===== config.mk =====
export PLATFORM = sky130hd
export DESIGN_NAME = dsp_post_adder
export DESIGN_NICKNAME = d
export VERILOG_FILES = /design/src/rtl/dsp_pkg.sv /design/src/rtl/dsp_post_adder_pipe_reg.sv /design/src/rtl/dsp_post_adder.sv
export SDC_FILE = /design/constraint.sdc
export NUM_CORES = 1
export LEC_CHECK = 0
export ABC_AREA = 1
export BUFFER_PORTS_ARGS = -buffer_cell sky130_fd_sc_hd__buf_2
export CORE_ASPECT_RATIO = 2
export CORE_MARGIN = 1
export CORE_UTILIZATION = 45
export CTS_BUF_LIST = sky130_fd_sc_hd__clkbuf_8
export CTS_CLUSTER_SIZE = 24
export DETAILED_ROUTE_END_ITERATION = 8
export GPL_TIMING_DRIVEN = 0
export SLEW_MARGIN = 20
export SYNTH_ARGS = -nofsm -noshare
export SYNTH_HDL_FRONTEND = slang
export SYNTH_SLANG_ARGS = --single-unit

===== constraint.sdc =====
create_clock -name clk -period 4.6 [get_ports clk]
set_input_delay 0.23 -clock clk [delete_from_list [all_inputs] [get_ports clk]]
set_output_delay 0.23 -clock clk [all_outputs]
set_load 0.05 [all_outputs]

===== src/rtl/dsp_pkg.sv =====
// Shared constants and bundles for the DSP48A1-style slice.
package dsp_pkg;

  localparam int P_W = 48;

  localparam int OPM_SUB = 7;
  localparam int OPM_CIN = 5;

  localparam logic [1:0] X_ZERO = 2'd0;
  localparam logic [1:0] X_M    = 2'd1;
  localparam logic [1:0] X_P    = 2'd2;
  localparam logic [1:0] X_DAB  = 2'd3;

  localparam logic [1:0] Z_ZERO = 2'd0;
  localparam logic [1:0] Z_PCIN = 2'd1;
  localparam logic [1:0] Z_P    = 2'd2;
  localparam logic [1:0] Z_C    = 2'd3;

  typedef struct packed {
    logic           valid;
    logic           is_sub;
    logic           c_in;
    logic [P_W-1:0] z;
    logic [P_W-1:0] x;
  } op_t;

  typedef struct packed {
    logic           valid;
    logic           co;
    logic [P_W-1:0] s;
  } p_t;

  // Signed overflow of z +/- x judged from the operand and result sign bits.
  function automatic logic ovf_calc(
    input logic is_sub,
    input logic x_msb,
    input logic z_msb,
    input logic s_msb
  );
    if (is_sub)
      return (x_msb != z_msb) && (s_msb != z_msb);
    return (x_msb == z_msb) && (s_msb != z_msb);
  endfunction

endpackage


===== src/rtl/dsp_post_adder_pipe_reg.sv =====
// Bypassable pipeline register with clock enable and async active-high reset.
module dsp_pipe_reg #(
  parameter int W  = 1,
  parameter bit EN = 1'b1
) (
  input  logic         clk,
  input  logic         rst,
  input  logic         ce,
  input  logic [W-1:0] d,
  output logic [W-1:0] q
);

  generate
    if (EN) begin : g_reg
      logic [W-1:0] q_r;
      always_ff @(posedge clk or posedge rst) begin
        if (rst)
          q_r <= '0;
        else if (ce)
          q_r <= d;
      end
      assign q = q_r;
    end else begin : g_byp
      logic unused_ctl;
      assign unused_ctl = ^{clk, rst, ce};
      assign q = d;
    end
  endgenerate

endmodule


===== src/rtl/dsp_post_adder.sv =====
// Post-adder/subtracter and P output stage of a DSP48A1-style slice.
// Sticky signed overflow flag is built only with DSP_POST_ADDER_OVF_EN.
module dsp_post_adder
  import dsp_pkg::*;
#(
  parameter int OPREG = 1,
  parameter int PREG  = 1
) (
  input  logic           clk,
  input  logic           rst,
  input  logic           ce_op,
  input  logic           ce_p,
  input  logic           in_valid,
  input  logic [P_W-1:0] x_in,
  input  logic [P_W-1:0] z_in,
  input  logic           cin,
  input  logic           sub,
  input  logic           clr_ovf,
  output logic [P_W-1:0] p,
  output logic [P_W-1:0] pcout,
  output logic           carryout,
  output logic           carryoutf,
  output logic           out_valid,
  output logic           ovf
);

  op_t op_d;
  op_t op_q;
  p_t  p_d;
  p_t  p_q;

  assign op_d = '{
    valid:  in_valid,
    is_sub: sub,
    c_in:   cin,
    z:      z_in,
    x:      x_in
  };

  dsp_pipe_reg #(
    .W  ($bits(op_t)),
    .EN (OPREG != 0)
  ) u_op_reg (
    .clk (clk),
    .rst (rst),
    .ce  (ce_op),
    .d   (op_d),
    .q   (op_q)
  );

  logic [P_W:0]   rhs_w;
  logic [P_W:0]   sum_w;
  logic           co;
  logic [P_W-1:0] s;

  // Subtract carry-out is the inverted borrow of the 49-bit difference.
  always_comb begin
    rhs_w = {1'b0, op_q.x} + {{P_W{1'b0}}, op_q.c_in};
    sum_w = '0;
    co    = 1'b0;
    if (op_q.is_sub) begin
      sum_w = {1'b0, op_q.z} - rhs_w;
      co    = ~sum_w[P_W];
    end else begin
      sum_w = {1'b0, op_q.z} + rhs_w;
      co    = sum_w[P_W];
    end
    s = sum_w[P_W-1:0];
  end

  assign p_d = '{valid: op_q.valid, co: co, s: s};

  dsp_pipe_reg #(
    .W  ($bits(p_t)),
    .EN (PREG != 0)
  ) u_p_reg (
    .clk (clk),
    .rst (rst),
    .ce  (ce_p),
    .d   (p_d),
    .q   (p_q)
  );

  assign p         = p_q.s;
  assign pcout     = p_q.s;
  assign carryout  = p_q.co;
  assign carryoutf = p_q.co;
  assign out_valid = p_q.valid;

`ifdef DSP_POST_ADDER_OVF_EN
  logic ovf_now;
  logic ovf_set;
  logic ovf_q;

  assign ovf_now = ovf_calc(op_q.is_sub, op_q.x[P_W-1],
                            op_q.z[P_W-1], s[P_W-1]);
  assign ovf_set = ovf_now && ((PREG == 0) || ce_p);

  // A new overflow beats a simultaneous clear.
  always_ff @(posedge clk or posedge rst) begin
    if (rst)
      ovf_q <= 1'b0;
    else if (ovf_set)
      ovf_q <= 1'b1;
    else if (clr_ovf)
      ovf_q <= 1'b0;
  end

  assign ovf = ovf_q;
`else
  logic unused_clr;
  assign unused_clr = clr_ovf;
  assign ovf        = 1'b0;
`endif

endmodule

# Word level (Yosys, flattened, before mapping)
# Cells that the tools add are included.
dict set report totals {
  reg_bits 149
  input_bits 104
  out_inout_bits 100
  wordCells 8
}
dict set report op_classes {
  addsub 3
  mux 2
  n_bitwise 1
}
# op count
set ops {}
lappend ops {{48-bit by 1-bit adder with 49-bit output} 1}
lappend ops {{48-bit by 49-bit adder with 49-bit output} 1}
lappend ops {{48-bit by 49-bit subtractor with 49-bit output} 1}
lappend ops {{48-bit two-way mux} 1}
lappend ops {{1-bit two-way mux} 1}
lappend ops {{1-bit NOT} 1}

# Longest topological paths before layout
# Gate-level depths: netlist of run 1.
dict set report depth {
  word_depth 4
  depth_mapped 32
}

# Modules after synthesis
# From an unflattened synthesis of run 1, not the netlist that was laid out.
dict set report hier_totals {
  cells_unflattened 2888
  area_unflattened_um2 16254.3
}
# mod instances cells_each area_per_inst_um2
set by_module_without_submodules {}
lappend by_module_without_submodules {dsp_post_adder 1 2256 10595.2}
lappend by_module_without_submodules {{dsp_pipe_reg at u_op_reg} 1 419 3727.3}
lappend by_module_without_submodules {{dsp_pipe_reg at u_p_reg} 1 213 1931.9}

# Worst setup path before layout of run 1
# No wires, ideal clock.
dict set report synth_timing {
  path_kind {reg-to-reg}
  from {register u_op_reg.g_reg.q_r[0], in the netlist u_op_reg.q[0]}
  to {register u_p_reg.g_reg.q_r[48], in the netlist u_p_reg.q[48]}
  setup_time_ns 0.066
  t_arrival_ns 3.244
  setup_slack_ns 1.290
  path_stages_with_launch 28
  path_cell_list {dfrtp_1 -> ha_1 -> nand2_2 -> nor2_4 -> nand3_4 -> nor2_4 -> nand3_2 -> nor3_4 -> nand2_2 -> nor2_4 -> xor2_1 -> inv_1 -> ha_1 -> clkbuf_1 -> nand2_1 -> nor2_1 -> inv_1 -> nor2_1 -> nand2_1 -> nor3_1 -> nand2_1 -> nand3_1 -> nand2_1 -> nand2_1 -> nand2_1 -> nand2_1 -> nand2_1 -> nand2_1}
}
dict set report synth_between {
  elab_chain_cells 4
  word_cells_on_any_way 5
}
# item line_no
set synth_rtl {}
lappend synth_rtl {{start, declared} dsp_post_adder_pipe_reg.sv:15} ;# logic [W-1:0] q_r;
lappend synth_rtl {{start signal, assigned} dsp_post_adder_pipe_reg.sv:18} ;# q_r <= '0;
lappend synth_rtl {{start signal, assigned} dsp_post_adder_pipe_reg.sv:20} ;# q_r <= d;
lappend synth_rtl {{48-bit by 1-bit adder with 49-bit output (*)} dsp_post_adder.sv:58} ;# rhs_w = {1'b0, op_q.x} + {{P_W{1'b0}}, op_q.c_in};
lappend synth_rtl {{48-bit by 49-bit subtractor with 49-bit output} dsp_post_adder.sv:62} ;# sum_w = {1'b0, op_q.z} - rhs_w;
lappend synth_rtl {{1-bit NOT} dsp_post_adder.sv:63} ;# co = ~sum_w[P_W];
lappend synth_rtl {{1-bit two-way mux (*)} dsp_post_adder.sv:61} ;# if (op_q.is_sub) begin
lappend synth_rtl {{end signal, assigned} dsp_post_adder_pipe_reg.sv:18}
lappend synth_rtl {{end signal, assigned} dsp_post_adder_pipe_reg.sv:20}
lappend synth_rtl {{end, declared} dsp_post_adder_pipe_reg.sv:15}
# Every way passes the cells marked *; elsewhere a longest branch is shown, timed or not.
# A chain may end at the register's enable or synchronous reset.

# Final worst setup path of run 1
dict set report layout_timing {
  from {register u_op_reg.g_reg.q_r[96], in the netlist u_op_reg.q[96]}
  to {register u_p_reg.g_reg.q_r[47], in the netlist u_p_reg.q[47]}
}
dict set report layout_between {
  elab_chain_cells 3
  word_cells_on_any_way 4
}
# item line_no
set layout_rtl {}
lappend layout_rtl {{48-bit by 1-bit adder with 49-bit output (*)} dsp_post_adder.sv:58}
lappend layout_rtl {{48-bit by 49-bit adder with 49-bit output / 48-bit by 49-bit subtractor with 49-bit output (equally long branches)} {dsp_post_adder.sv:65, dsp_post_adder.sv:62}}
lappend layout_rtl {{48-bit two-way mux (*)} dsp_post_adder.sv:61}
# Marked as above.

==> results of run 1 <==
==> registers in the layout (all words and copies together) (netlist names) <==
signal      flops
u_p_reg.q      50
u_op_reg.q     99
==> worst max-delay path: cells and delay by family (launching register included) <==
| family | cells | cell delay [ps] |
|---|---|---|
| AND/OR/NAND/NOR | 17 | 2460 |
| buffers and inverters | 4 | 650 |
| flip-flops | 1 | 510 |
| adder cells (fa/ha/maj) | 2 | 390 |
| XOR/XNOR | 1 | 260 |
==> kinds of logic (layout without fill, tap and decap cells) <==
logic type / after synthesis / count (layout) / synth area share
compound gates: 238 / 238 / 0.0841
xor+xnor: 56 / 56 / 0.0331
fa+ha+maj: 100 / 100 / 0.0842
buf+inv: 546 / 868 / 0.149
flops: 149 / 149 / 0.248
mux: 58 / 58 / 0.0434
other cells: 1 / 2 / 0.000249
simple gates: 1319 / 1319 / 0.358
==> layer usage <==
layer,vias to the layer above,part of all wire,track usage
met5,-,0,0
met2,588,0.52,0.696
li1,8127,-,-
met1,7373,0.33,0.339
met3,243,0.046,0.0458
met4,0,0.10,0.346
==> report_power, final <==
part / switching [W] / total, W / internal (W)
clock: 0.000644 / 0.00109 / 0.000451
sequential: 0.000222 / 0.00174 / 0.00152
combinational: 0.00276 / 0.00387 / 0.00111
==> area by class of cell <==
| class | count | area [µm²] | share of cell area |
|---|---|---|---|
| clock inverter | 14 | 161 | 0.00885 |
| multi-input combinational | 1772 | 9310 | 0.510 |
| inverter | 431 | 1630 | 0.0891 |
| tap | 432 | 541 | 0.0296 |
| timing repair buffer | 309 | 2090 | 0.115 |
| antenna | 1 | 2.50 | 0.000137 |
| sequential | 149 | 3730 | 0.204 |
| buffer | 97 | 552 | 0.0302 |
| clock buffer | 17 | 234 | 0.0128 |
==> what timing repair did <==
action / in CTS / in global routing
hold buffers: 100 / 0
resized for setup: 11 / 45
pin swaps: 0 / 7
hold endpoints to repair: 166 / 0
buffers inserted: 0 / 9
setup endpoints to repair: 39 / 37
==> cells in the final DEF (no fill, tap or decap), types with 58 or more instances in the layout <==
master and instances:
buf_4 59, nor2_1 219, dlygate4sd3_1 100, o21ai_0 110
nand2_1 873, buf_2 199, dfrtp_1 148, ha_1 82
mux2_2 58, a21oi_1 91, nand3_1 104, inv_1 427
==> path summary, 6_finish.rpt <==
check                                  to            from  slack (ps)
max in group asynchronous   u_p_reg.q[18]             rst        3470
min                        u_op_reg.q[31]           ce_op         120
min in group asynchronous  u_op_reg.q[35]             rst         310
max reg2reg                 u_p_reg.q[47]  u_op_reg.q[96]         230
min reg2reg                 u_p_reg.q[49]   u_p_reg.q[49]         490
max                         u_p_reg.q[47]  u_op_reg.q[96]         230
==> stage by stage <==
| stage | cell area [µm²] | util | hold slack (ps) |
|---|---|---|---|
| after floorplan | 15000 | - | 351 |
| after global placement | 16600 | 0.503 | 441 |
| after detailed placement | 16600 | 0.504 | 308 |
| after CTS | 18000 | 0.547 | 74.1 |
| after global routing | 18200 | 0.554 | 130 |
| final | 18200 | 0.554 | 117 |
==> qor.yml, run 1 <==
outcome:
  status: "completed"
timing:
  finalMaxSlewViolations: 0
  relSlewSlack: 0.484
  fin_crit_ps: 4370
  worst_slew_pin_slew_ps: 774
  hold_viol: 0
  setup_viol: 0
  fmax_mhz: 229
  fin_skew_ps: 29.0
  finalCritPeriodShare: 0.950
  fin_ws_ps: 232
  fin_tns_setup_ps: 0
routing:
  wl_per_cell_um: 19.3
  drt_iter0_drc: 1039
  viasPerCell: 5.07
  final_antenna_net_count: 0
  routed_wl_um: 62200
  vias: 16300
  drtPass1Iterations: 9
  drc: 0
layout:
  synthToLayoutAreaGrowth_pct: 21.3
  drive_gt1_frac: 0.146
  stdcell_count: 3222
  nets: 2981
  fillerInstances: 3454
floorplan:
  dieArea_um2: 34200
  die-width_um: 131
  row_count: 94
  ios: 204
  die_h_um: 260
  initial_utilization: 0.457
  core_um2: 32900
synth:
  synth.most_common_cell: "nand2_1"
  synthesis.nets: 2671
  seq_area_frac_synth: 0.248
  syn_area_per_cell_um2: 6.09
  yosys_warnings: 0
  yosys.cell_types.count: 39
  ys_top_cells_by_area: "dfrtp_1 (25%), nand2_1 (22%), inv_1 (11%), ha_1 (8.2%), nor2_1 (5.7%)"
  yosys.area.top_type: "dfrtp_1"
  synth_common_cells: "nand2_1 (875), inv_1 (428), nor2_1 (227), dfrtp_1 (149), o21ai_0 (117)"
  async_reset_ff_frac: 1.00
  syn_area_um2: 15000
  ys.flop_type: "dfrtp_1"
  synth_edf_count: 0
  synthCells: 2467
  synth_top_cell_area_share: 0.248
  synth-seq-cells: 149
power:
  powerDensity_nw_per_um2: 367
  total_leakage_power_nw: 9.93
  peakVddDrop_v: 0.000313
  power_w: 0.00670
global_route:
  grt_pass1_wl_um: 91700
  grt_max_degree: 83
  antenna_found_initial: 1
  grt_pass1_vias: 16100
  grt_overflow: 0
  track_usage: 0.368
critical_path:
  path_class: "flip-flop to flip-flop"
  required_ps: 5000
  worst_path_largest_cell_delay_ps: 510
  cpMostUsedCell: "nand2_1"
  crit_arrival_ps: 4770
  cp-start-kind: "flip-flop"
  reg2regPathDepth: 24
  cp_slowest_cell: "dfrtp_2"
  path_max_fanout: 7
  endpoint_kind: "flip-flop"
  crit_path_cell_trace: "ha_1 -> nand2_2 -> nor2_4 -> nand3_4 -> nor3_4 -> buf_4 -> inv_2 -> nor2_4 -> xor2_1 -> ha_1 -> clkbuf_1 -> nand2_1 -> nor2_1 -> inv_1 -> nor3_1 -> nand2_1 -> nand2_1 -> nand2_1 -> nand2_1 -> nand2_1 -> nand2_1 -> nand3_1 -> nand3_1 -> nand2_1"
place:
  dp_hpwl_um: 51800
  placedCellCount: 3099
  portBuffers: 199
  dp_slack_ps: -685
  gp_congestion: 1.03
cts:
  numCtsBuffers: 17
  clk_latency_ps: 530
  htreeDepth: 4
  cts_max_path_buffers: 2
  cts-root-buf: "clkbuf_8"
  cts_tree: "built"
  clk_pin_slew_ps: 100
  clock-sinks: 149
hold_path:
  hold_path_depth: 2
  min_path_type: "input pin to flip-flop"
flow_run:
  drv_cap: 0
(Power assumes the default switching activity.)
==> run 2: changes to the inputs <==
- MAX_ROUTING_LAYER: not set -> met4
==> run 2 against run 1 <==
Against the previous run:
- register-to-register slack got worse by 50 ps
- sequential power about the same
- via count decreased by 0.82%
- global-route usage up 1.1 points
- utilization shrank 0.30 points
- hold slack worse by 2.7 ps
- clock skew down 3.0 ps
- sequential share of layout area rose by 0.11 points
- critical path depth unchanged
- first-iteration DRC count down 16%
- highest routed layer unchanged
==> qor.yml, run 2 (synthesis gave the netlist of run 1 again) <==
cts:
  clk_pin_slew_ps: 100  # about the same
  clk_latency_ps: 530  # about the same
  htreeDepth: 4  # unchanged
  cts-root-buf: "clkbuf_8"
  cts_tree: "built"
  cts_max_path_buffers: 2  # unchanged
  clock-sinks: 149  # unchanged
  numCtsBuffers: 17  # unchanged
layout:
  fin_area_um2: 18100  # -0.54%
  largest_register_ffs: 99  # unchanged
  most-common-layout-cells: "nand2_1 (874), inv_1 (428), nor2_1 (217), buf_2 (199), dfrtp_1 (148)"
  final_common_cell: "nand2_1"
  synthToLayoutAreaGrowth_pct: 20.7
  drive_gt1_frac: 0.142  # -0.00405
  nets: 2975  # -0.20%
outcome:
  status: "completed"
floorplan:
  initial_utilization: 0.457  # unchanged
  die_h_um: 260  # unchanged
  dieArea_um2: 34200  # unchanged
  ios: 204  # unchanged
  core_um2: 32900  # unchanged
  die-width_um: 131  # unchanged
  row_count: 94  # unchanged
power:
  total_leakage_power_nw: 9.90  # -0.28%
  power_w: 0.00669  # -0.17%
  peakVddDrop_v: 0.000279  # -11%
  powerDensity_nw_per_um2: 369  # +0.38%
global_route:
  track_usage: 0.379  # +0.0109
  grt_pass1_vias: 16200  # +0.66%
  use_met3: 0.0478  # +0.00194
  met2_usage: 0.698  # +0.00236
  globalRouteMet1Util: 0.335  # -0.00356
  grt_overflow: 0  # unchanged
  grt_pass1_wl_um: 91700  # about the same
  antenna_found_initial: 1  # unchanged
  grt_max_degree: 86  # +3.6%
  top_usage_layer: "met2"
hold_path:
  hold_path_depth: 2  # unchanged
  min_path_type: "input pin to flip-flop"
flow_run:
  drv_cap: 0  # unchanged
place:
  dp_hpwl_um: 51600  # -0.29%
  post_dp_cell_area_um2: 16600  # unchanged
  gp_congestion: 1.06  # +2.3%
  dp_slack_ps: -658  # +26.7 ps
  portBuffers: 199  # unchanged
routing:
  viasPerCell: 5.03  # -0.67%
  vias: 16200  # -0.82%
  final_antenna_net_count: 0  # unchanged
  wl_per_cell_um: 19.2  # -0.63%
  drt_iter0_drc: 876  # -16%
  drc: 0  # unchanged
  routed_wl_um: 61800  # -0.78%
  drtPass1Iterations: 5  # -4
timing:
  hold_viol: 0  # unchanged
  fmax_mhz: 226  # -1.2%
  fin_hold_ws_ps: 114  # -2.74 ps
  setup_viol: 0  # unchanged
  fin_crit_ps: 4420  # +54.9 ps
  finalMaxSlewViolations: 0  # unchanged
  fin_tns_setup_ps: 0  # unchanged
  relSlewSlack: 0.477  # -0.00748
  fin_ws_ps: 177  # -54.9 ps
  fin_skew_ps: 26.0  # -2.99 ps
  finalCritPeriodShare: 0.961  # +0.0119
  rsz0062_at_grt: "yes"
  worst_slew_pin_slew_ps: 785  # +11.2 ps
critical_path:
  worst_path_largest_cell_delay_ps: 500  # about the same
  reg2regPathDepth: 24  # unchanged
  cp-start-kind: "flip-flop"
  cp.depth: 24  # unchanged
  cpMostUsedCell: "nand2_1"
  crit_path_cell_trace: "ha_4 -> nand2_1 -> nor2_4 -> nand2_1 -> nor2_4 -> inv_1 -> nor2_2 -> inv_1 -> nor2_2 -> xor2_1 -> inv_1 -> ha_1 -> nand2_1 -> nor2_1 -> and3_1 -> nand2_1 -> nand2_1 -> nand2_1 -> nand2_1 -> nand2_1 -> nand2_1 -> nand3_1 -> nand3_1 -> nand2_1"
  path_max_fanout: 6  # -1
  path_class: "flip-flop to flip-flop"
  required_ps: 5000  # about the same
  crit_arrival_ps: 4830  # +60 ps
  critPathTopFamily: "simple AND/OR/NAND/NOR gates"
  endpoint_kind: "flip-flop"
  crit_buf_inv: 3  # -1
  cp_slowest_cell: "dfrtp_2"
[run 2: per-layer routing]
| metal | wire [µm] | vias to the layer above |
|---|---|---|
| li1 | - | 8134 |
| met1 | 20700 | 7273 |
| met2 | 32200 | 544 |
| met3 | 2460 | 246 |
| met4 | 6430 | 0 |
| met5 | 0 | - |
[run 2: timing repair]
action,in CTS,in global routing
gates resized for setup,15,32
pin swaps,0,3
endpoints found under the setup margin,39,37
hold buffers,100,0
endpoints found under the hold margin,163,0
setup buffers,0,3
[run 2: final timing paths]
| kind | startpoint | end | slack, ps |
|---|---|---|---|
| max | u_op_reg.q[96] | u_p_reg.q[45] | 180 |
| min | ce_op | u_op_reg.q[26] | 110 |
| max reg2reg | u_op_reg.q[96] | u_p_reg.q[45] | 180 |
| min reg2reg | u_p_reg.q[49] | u_p_reg.q[49] | 500 |
| max in group asynchronous | rst | u_p_reg.q[46] | 3480 |
| min in group asynchronous | rst | u_op_reg.q[38] | 290 |
[run 2: cell type report]
type	count	area, µm²
fillers	3446	14800
multi-input cells	1772	9250
flip-flops and latches	149	3730
repair buffers	303	2050
inverters	431	1630
plain buffers	97	552
well taps	432	541
clock buffers	19	262
clock inverters	13	135
diodes	1	2.50
[run 2: power breakdown]
part,internal (W),switching (W)
Clock,0.000473,0.000631
Combinational,0.00109,0.00275
Sequential,0.00152,0.000223
[run 2: through the flow]
stage | instances | util
final | 3217 | 0.551
after global routing | 3217 | 0.551
after global placement | 3098 | 0.503
after detailed placement | 3099 | 0.504
after floorplan | 2467 | -
after CTS | 3223 | 0.547
==> run 3: changes to the inputs <==
- clock period: 4.6 -> 5.2 ns (I/O delays scaled with it)
==> run 3 against run 2 <==
Against the previous run:
- non-clock buffer count grew 10
- sequential cell count is the same
- global-route usage shrank 0.081 points
- largest cell class unchanged
- count of clock-buffer cells in the layout stayed put
- critical endpoint is now u_p_reg.q[40]
- utilization fell by 0.41 points
==> qor.yml, run 3 (synthesis gave the netlist of run 1 again) <==
power:
  peakVddDrop_v: 0.000247  # -12%
  swShare: 0.540  # +0.00134
  seq_power_share: 0.261  # about the same
  power.share.clock: 0.166  # about the same
  powerDensity_nw_per_um2: 327  # -11%
  combPwrFrac: 0.573  # -0.002
  p_sw_w: 0.00318  # -12%
  total_leakage_power_nw: 9.90  # about the same
  intPower_w: 0.00271  # -12%
critical_path:
  endpoint_kind: "flip-flop"
  path_class: "flip-flop to flip-flop"
  path_max_fanout: 8  # +2
  critPathTopFamily: "simple AND/OR/NAND/NOR gates"
  required_ps: 5620  # +620 ps
  crit_arrival_ps: 5290  # +460 ps
  crit_buf_inv: 3  # unchanged
  cpMostUsedCell: "nand2_1"
  worst_path_largest_cell_delay_ps: 490  # about the same
  cp-start-kind: "flip-flop"
  cp_slowest_cell: "ha_2"
place:
  gp_congestion: 1.06  # unchanged
  dp_hpwl_um: 51600  # unchanged
  portBuffers: 199  # unchanged
  post_dp_cell_area_um2: 16600  # unchanged
  placedCellCount: 3099  # unchanged
outcome:
  status: "completed"
timing:
  fin_skew_ps: 27.5  # +1.53 ps
  finalMaxSlewViolations: 0  # unchanged
  fin_crit_ps: 4870  # +452 ps
  finalCritPeriodShare: 0.937  # -0.0241
  fin_hold_ws_ps: 141  # +27.2 ps
  worst_slew_pin_slew_ps: 821  # +35.4 ps
  relSlewSlack: 0.453  # -0.0236
  fin_tns_setup_ps: 0  # unchanged
  setup_viol: 0  # unchanged
  fmax_mhz: 205  # -9.3%
  hold_viol: 0  # unchanged
  rsz0062_at_grt: "no"
layout:
  synthToLayoutAreaGrowth_pct: 19.8
  finish.utilization: 0.547  # -0.00407
  nets: 2985  # +0.34%
  fillerInstances: 3463  # +0.49%
  drive_gt1_frac: 0.132  # -0.0105
  stdcell_count: 3227  # +0.31%
  final_common_cell: "nand2_1"
  largest_register_ffs: 99  # unchanged
  fin_area_um2: 18000  # -0.74%
  most-common-layout-cells: "nand2_1 (875), inv_1 (428), nor2_1 (224), buf_2 (199), dfrtp_1 (148)"
global_route:
  grt_pass1_wl_um: 91500  # -0.28%
  grt_overflow: 0  # unchanged
  track_usage: 0.378  # -0.000809
  grt_max_degree: 86  # unchanged
  antenna_found_initial: 1  # unchanged
  grt_pass1_vias: 16200  # +0.056%
flow_run:
  drv_cap: 0  # unchanged
floorplan:
  die_h_um: 260  # unchanged
  row_count: 94  # unchanged
  dieArea_um2: 34200  # unchanged
  ios: 204  # unchanged
  initial_utilization: 0.457  # unchanged
  die-width_um: 131  # unchanged
  core_um2: 32900  # unchanged
cts:
  htreeDepth: 4  # unchanged
  cts-root-buf: "clkbuf_8"
  cts_max_path_buffers: 2  # unchanged
  cts_tree: "built"
  numCtsBuffers: 17  # unchanged
  cts_setup_buffers: 0  # unchanged
  clk_latency_ps: 540  # about the same
  clk_pin_slew_ps: 100  # about the same
  clock-sinks: 149  # unchanged
routing:
  drtPass1Iterations: 5  # unchanged
  wl_per_cell_um: 19.1  # -0.59%
  viasPerCell: 5.05  # +0.21%
  final_antenna_net_count: 0  # unchanged
  vias: 16300  # +0.52%
  drc: 0  # unchanged
  drt_iter0_drc: 971  # +11%
  routed_wl_um: 61600  # -0.28%
hold_path:
  min_path_type: "input pin to flip-flop"
-- run 3: final timing paths --
check / from / end / slack [ps] / depth (start not counted)
max: u_op_reg.q[96] / u_p_reg.q[40] / 330 / 26
min: ce_op / u_op_reg.q[26] / 140 / 2
max reg2reg: u_op_reg.q[96] / u_p_reg.q[40] / 330 / 26
min reg2reg: u_p_reg.q[49] / u_p_reg.q[49] / 500 / 2
max in group asynchronous: rst / u_p_reg.q[46] / 4070 / 4
min in group asynchronous: rst / u_op_reg.q[38] / 300 / 3
-- run 3: final cells by class --
type | instances | area [µm²] | share of cell area
Inverter | 431 | 1630 | 0.0902
Multi-Input combinational cell | 1772 | 9090 | 0.505
Tap cell | 432 | 541 | 0.0300
Antenna cell | 1 | 2.50 | 0.000139
Buffer | 110 | 601 | 0.0333
Clock inverter | 13 | 135 | 0.00750
Clock buffer | 19 | 262 | 0.0145
Sequential cell | 149 | 3730 | 0.207
Timing Repair Buffer | 300 | 2020 | 0.112
-- run 3: through the flow --
step | power [W] | worst slack (ps)
after floorplan | 0.00383 | 932
after global placement | 0.00481 | -789
after detailed placement | 0.00485 | -57.9
after CTS | 0.00589 | 69.9
after global routing | 0.00623 | 72.9
final | 0.00589 | 326
-- run 3: layer usage --
metal / share of wire / GRT usage / vias to the layer above
met5: 0 / - / -
met4: 0.11 / 0.362 / 0
met3: 0.043 / 0.0458 / 245
met2: 0.52 / 0.691 / 553
met1: 0.33 / 0.333 / 7318
li1: - / - / 8165
-- run 3: worst reg2reg max path, cell delays in order (launching register included) --
cell     delay [ps]
dfrtp_2         470
ha_2            310
nand2_1         100
nor2_2          240
nand2_1         130
nor2_2          250
inv_1           140
nor2_1          160
nand4_1         160
nor3_1          180
nand3_1         160
xor2_1          250
inv_1            70
ha_2            490
nand2_1         150
inv_1            80
nand2_1         100
nor2_1          290
nand3_1         130
nand3_1         260
nand2_1          90
nand2_1          80
nand2_1         140
nand2_1         120
nand2_1          60
nand3_1         110
nand2_1          60
-- run 3: repair_timing --
action                                 4_1_cts  5_1_grt
setup endpoints to repair                   12       34
resized for setup                            0        8
endpoints found under the hold margin      162        1
cloned                                       0        0
hold buffers                                99        1
-- run 3: power by group through the flow --
stage                     clock, W  combinational, W  sequential [W]
after floorplan                  0           0.00195         0.00189
after CTS                 0.000999           0.00335         0.00154
after global routing       0.00103           0.00364         0.00156
final                     0.000978           0.00338         0.00153
after global placement           0           0.00326         0.00155
after detailed placement         0           0.00329         0.00156
